[config.mk]
export PLATFORM = sky130hd
export DESIGN_NAME = arbitro_memoria
export DESIGN_NICKNAME = d
export VERILOG_FILES = /design/src/rtl/memoria_pkg.sv /design/src/rtl/rr_arbitro2.sv /design/src/rtl/arbitro_memoria.sv
export SDC_FILE = /design/constraint.sdc
export NUM_CORES = 1
export LEC_CHECK = 0
export CAP_MARGIN = 20
export CORE_MARGIN = 2
export CORE_UTILIZATION = 50
export CTS_CLUSTER_SIZE = 28
export DETAILED_ROUTE_END_ITERATION = 12
export DONT_BUFFER_PORTS = 1
export GPL_TIMING_DRIVEN = 0
export PLACE_DENSITY = 0.68
export SETUP_SLACK_MARGIN = 0.15
export SKIP_LAST_GASP = 1
export SYNTH_ARGS = -nofsm -noshare
export SYNTH_HDL_FRONTEND = slang
export SYNTH_SLANG_ARGS = --single-unit
[constraint.sdc]
create_clock -name clk -period 4.1 [get_ports clk]
set_clock_uncertainty 0.05 [all_clocks]
set_input_delay 0.41 -clock clk [delete_from_list [all_inputs] [get_ports clk]]
set_output_delay 0.41 -clock clk [all_outputs]
set_load 0.01 [all_outputs]
[src/rtl/memoria_pkg.sv]
// Shared types and defaults for the memoria arbiter: FSM state encoding and
// the default memory geometry.
package memoria_pkg;

    localparam int NWORDS_DEF = 40;
    localparam int DW_DEF     = 32;

    typedef enum logic [1:0] {
        IDLE   = 2'd0,
        ACCESS = 2'd1,
        RESP   = 2'd2
    } state_t;

endpackage

[src/rtl/rr_arbitro2.sv]
// Two-requester round-robin pick: on contention the port that did not win
// last time gets the grant. Purely combinational; the history bit is external.
module rr_arbitro2 (
    input  logic       req0,
    input  logic       req1,
    input  logic       last,
    output logic [1:0] grant
);

    always_comb begin
        grant = 2'b00;
        if (req0 && req1)
            grant = last ? 2'b01 : 2'b10;
        else
            grant = {req1, req0};
    end

endmodule

[src/rtl/arbitro_memoria.sv]
// Serialises two request ports onto the single-ported memoria: IDLE picks a
// winner, ACCESS drives the memory for one cycle, RESP returns the result.
module arbitro_memoria
    import memoria_pkg::*;
#(
    parameter int NWORDS = NWORDS_DEF,
    parameter int DW     = DW_DEF
) (
    input  logic          clk,
    input  logic          reset,
    input  logic          req0,
    input  logic          req1,
    input  logic          we0,
    input  logic          we1,
    input  logic [31:0]   addr0,
    input  logic [31:0]   addr1,
    input  logic [DW-1:0] wdata0,
    input  logic [DW-1:0] wdata1,
    output logic          gnt0,
    output logic          gnt1,
    output logic          rvalid0,
    output logic          rvalid1,
    output logic [DW-1:0] rdata0,
    output logic [DW-1:0] rdata1,
    output logic          err0,
    output logic          err1,
    output logic          mem_memwrite,
    output logic          mem_memread,
    output logic          mem_memtoreg,
    output logic [31:0]   mem_aluresult,
    output logic [DW-1:0] mem_valor2,
    input  logic [DW-1:0] mem_valorsalvar
);

    state_t        state, state_nxt;
    logic          last;
    logic          owner;
    logic          cur_we;
    logic [31:0]   cur_addr;
    logic [DW-1:0] cur_wdata;
    logic [1:0]    grant;
    logic          in_range;

    rr_arbitro2 u_rr (
        .req0  (req0),
        .req1  (req1),
        .last  (last),
        .grant (grant)
    );

    assign in_range     = cur_addr < 32'(NWORDS);
    assign mem_memtoreg = 1'b1;

    always_ff @(posedge clk or posedge reset) begin
        if (reset) state <= IDLE;
        else       state <= state_nxt;
    end

    // Memory controls are decoded from state so reset silences them at once.
    always_comb begin
        state_nxt     = state;
        mem_memwrite  = 1'b0;
        mem_memread   = 1'b0;
        mem_aluresult = '0;
        mem_valor2    = '0;
        case (state)
            IDLE:   if (|grant) state_nxt = ACCESS;
            ACCESS: begin
                mem_aluresult = cur_addr;
                mem_valor2    = cur_wdata;
                mem_memwrite  = cur_we & in_range;
                mem_memread   = ~cur_we & in_range;
                state_nxt     = RESP;
            end
            RESP:    state_nxt = IDLE;
            default: state_nxt = IDLE;
        endcase
    end

    always_ff @(posedge clk or posedge reset) begin
        if (reset) begin
            last      <= 1'b1;
            owner     <= 1'b0;
            cur_we    <= 1'b0;
            cur_addr  <= '0;
            cur_wdata <= '0;
            gnt0      <= 1'b0;
            gnt1      <= 1'b0;
            rvalid0   <= 1'b0;
            rvalid1   <= 1'b0;
            err0      <= 1'b0;
            err1      <= 1'b0;
            rdata0    <= '0;
            rdata1    <= '0;
        end else begin
            gnt0    <= 1'b0;
            gnt1    <= 1'b0;
            rvalid0 <= 1'b0;
            rvalid1 <= 1'b0;
            err0    <= 1'b0;
            err1    <= 1'b0;
            if (state == IDLE && |grant) begin
                owner     <= grant[1];
                last      <= grant[1];
                cur_we    <= grant[1] ? we1    : we0;
                cur_addr  <= grant[1] ? addr1  : addr0;
                cur_wdata <= grant[1] ? wdata1 : wdata0;
                gnt0      <= grant[0];
                gnt1      <= grant[1];
            end
            // Writes complete with rvalid but leave the port's rdata untouched.
            if (state == RESP) begin
                if (owner) begin
                    rvalid1 <= 1'b1;
                    err1    <= ~in_range;
                    if (!cur_we) rdata1 <= in_range ? mem_valorsalvar : '0;
                end else begin
                    rvalid0 <= 1'b1;
                    err0    <= ~in_range;
                    if (!cur_we) rdata0 <= in_range ? mem_valorsalvar : '0;
                end
            end
        end
    end

endmodule

==> summary.md <==
| Metric | Value |
|---|---|
| Post-place setup slack | 1.64 ns |
| Cell variety after synth | 31 |
| CTS Buffer Depth | 2 |
| Clk pwr share | 0.256 |
| Total Power | 6.31 mW |
| Startpoint types | flop |
| Post-synthesis sequential area ratio | 0.490 |
| PortBufs | 0 |
| Synth area leader | dfrtp_1 |
| Final Hold Fails | 0 |
| EDFF count, synth | 0 |
| CP Buf/Inv Count | 2 |
| Synth top area share | 0.487 |
| Num rows | 43 |
| H-tree depth | 4 |
| Detail Placement HPWL | 13,700 µm |
| Final Core Density | 0.579 |
| Top delay family on crit path | simple AND/OR/NAND/NOR gates |
| Worst Setup Path Type | flop to output pin |
| Detailed-route via count | 4,797 |
| Worst EP required | 3.64 ns |
| DRC errors left | 0 |
| Top cells by area, synth | dfrtp_1 (49%), mux2_2 (20%), o31ai_2 (7.1%), nand2_1 (6.8%), and2_1 (5.7%) |
| Post-CTS sizing | 0 |
| CP max-delay cell | o21ai_0 |
| Antenna violations before repair | 0 |
| Syn. warnings | 0 |
| Remaining Overflow, GRT | 0 |
| Hold Crit Class | primary input to flop |
| Setup tns final | 0 ns |
| Die width | 123 µm |
| Vias in the first global route | 5,025 |
| Post-Syn Area | 7100 µm² |
| Fillers | 1,148 |
| Max incr delay on CP | 0.43 ns |
| Met3 Use GR | 0.0839 |
| Status | finished, final reports clean |
| Share of layout cells above drive strength 1 | 0.381 |
| Ys async rst share | 1.00 |
| RSZ-0062 raised after global routing | no |
| Iter 0 DRT Violations | 267 |
| Switching part of the total | 0.358 |
| CTS tree | built |
| Number of endpoints failing setup at the final stage | 0 |
| Setup crit end kind | output pin |
| Comb pwr share | 0.316 |
| Area growth from synthesis to layout | 13.2% |
| Critical path arrival | 2.37 ns |
| Largest net degree at the start of global routing | 37 |
| Cells after Synth | 612 |
| Crit-path cells | o21ai_0 > nand4_1 > buf_2 > buf_6 > nor4_2 |
| Synthesized flop and latch total | 139 |
| Total GRT Usage | 0.237 |
| Vias per cell | 5.79 |
| Switch Pwr | 2.26 mW |
| CP max FO | 10 |
| Fin crit period | 2.83 ns |
| Most frequent cells in the layout | dfrtp_1 (138), mux2_2 (128), nand2_1 (128) |
| Worst skew pair latency | 0.41 ns |
| Most used DFF post-synth | dfrtp_1 |
| Peak supply drop | 0.365 mV |
| Worst R2R Setup Slack | 2.09 ns |
| TritonCTS buffer count | 17 |
| Int Pwr | 4.05 mW |
| Antenna viol nets, final | 0 |
| Multi-input logic area | 3300 µm² |
| Die Footprint | 15,200 µm² |
| Pins Over Slew Limit | 0 |
| Pre-antenna DRT Iters | 4 |
| Post-Route WL | 17,900 µm |
| Syn Nets | 778 |
| Max Freq | 353 MHz |
| Met2 Use GR | 0.410 |
| WL/cell | 21.6 µm |
| Syn avg cell area | 11.6 µm² |
| First-pass GRT wire length | 27,100 µm |
| Slew headroom | 0.607 |
| Hold_ws | 0.0770 ns |
| Commonest non-fill, non-tap cell in the layout | dfrtp_1 |
| Core ar. | 13,900 µm² |
| IO Count | 303 |
| Ant. Diodes | 0 |
| Met1 Resource Use GR | 0.273 |
| CTS sink count | 139 |
| MaxCap Viol Count | 0 |
| Register share of total power | 0.428 |
| Worst-path clk slew | 0.06 ns |
| Chip height | 123 µm |
| Initial core utilization | 0.511 |
| Register area | 3480 µm² |
| GR peak layer | met2 |
| Leak Pwr | 3.30 nW |
| Final worst setup slack | 1.27 ns |
| Power density over cell area | 785 nW/µm² |
| Routability Congestion | 0.813 |
| Worst-margin pin slew | 0.590 ns |
| Clock Root Buffer | clkbuf_16 |
| Tcrit/Tclk final | 0.691 |
| Nets | 802 |
[power by group through the flow]
stage	sequential (mW)	combinational [mW]	clock (mW)
after floorplan	2.54	1.66	0
after global placement	2.69	1.94	0
after detailed placement	2.72	2.02	0
after CTS	2.71	2.03	1.64
after global routing	2.79	2.20	1.72
final	2.70	1.99	1.62
[Yosys cell counts, types with 4 or more instances]
master / instances
and2_1: 65
nor4_2: 8
mux2_2: 128
buf_6: 6
o31ai_1: 24
clkbuf_1: 17
buf_4: 11
inv_1: 4
nand2_1: 128
o31ai_2: 40
dfrtp_1: 138
buf_2: 17
[worst paths after layout]
kind,start,to,depth (start not counted)
worst max-delay path,cur_addr[3]$_DFFE_PP0P_,mem_memread,5
worst min-delay path,mem_valorsalvar[19],rdata0[19]$_DFFE_PP0P_,2
worst max register to register,last$_DFFE_PP1P_,cur_addr[18]$_DFFE_PP0P_,5
worst min register to register,cur_wdata[17]$_DFFE_PP0P_,cur_wdata[17]$_DFFE_PP0P_,1
max in group asynchronous,reset,cur_addr[4]$_DFFE_PP0P_,4
min in group asynchronous,reset,cur_wdata[31]$_DFFE_PP0P_,2
[state kept, by name, indices dropped and copies added, names as in the netlist]
signal / count
rvalid0: 1
owner: 1
rdata0: 32
err0: 1
err1: 1
cur_addr: 32
cur_we: 1
state: 2
gnt0: 1
last: 1
rvalid1: 1
gnt1: 1
rdata1: 32
cur_wdata: 32
[cell families after synthesis]
logic type	after synthesis	synth area share
and+or+nand+nor	216	0.156
DFF	139	0.490
muxes	130	0.206
AOI/OAI and AO/OA	71	0.103
buffers and inverters	55	0.0443
other	1	0.000528
[area by class of cell]
| cell class | instances | share of cell area |
|---|---|---|
| buffer | 51 | 0.0372 |
| clock buffer | 21 | 0.0561 |
| clock inverter | 11 | 0.0210 |
| inverter | 4 | 0.00234 |
| multi-input combinational | 418 | 0.411 |
| sequential | 139 | 0.433 |
| tap | 180 | 0.0280 |
| timing repair buffer | 5 | 0.0112 |
[through the flow]
stage	std cells	cell area, µm²
CTS	829	8040
finish	829	8040
global placement	792	7330
detailed placement	796	7410
global route	829	8040
floorplan	612	7100
[layer usage]
metal | share of wire | vias to the layer above
met5 | 0 | -
met4 | 0.016 | 0
met3 | 0.092 | 26
met2 | 0.52 | 212
met1 | 0.38 | 2399
li1 | - | 2160
[worst reg2reg max path, cell delays in order (launching register included)]
cell	delay, ns
dfstp_2	0.37
a21boi_1	0.23
buf_2	0.33
buf_4	0.26
mux2_2	0.38
mux2_2	0.26
[repair_timing]
item,4_1_cts,5_1_grt
setup buffers,0,0
hold buffers,1,0
hold endpoints to repair,21,0
Note: power is estimated with default switching activity, not from simulation.
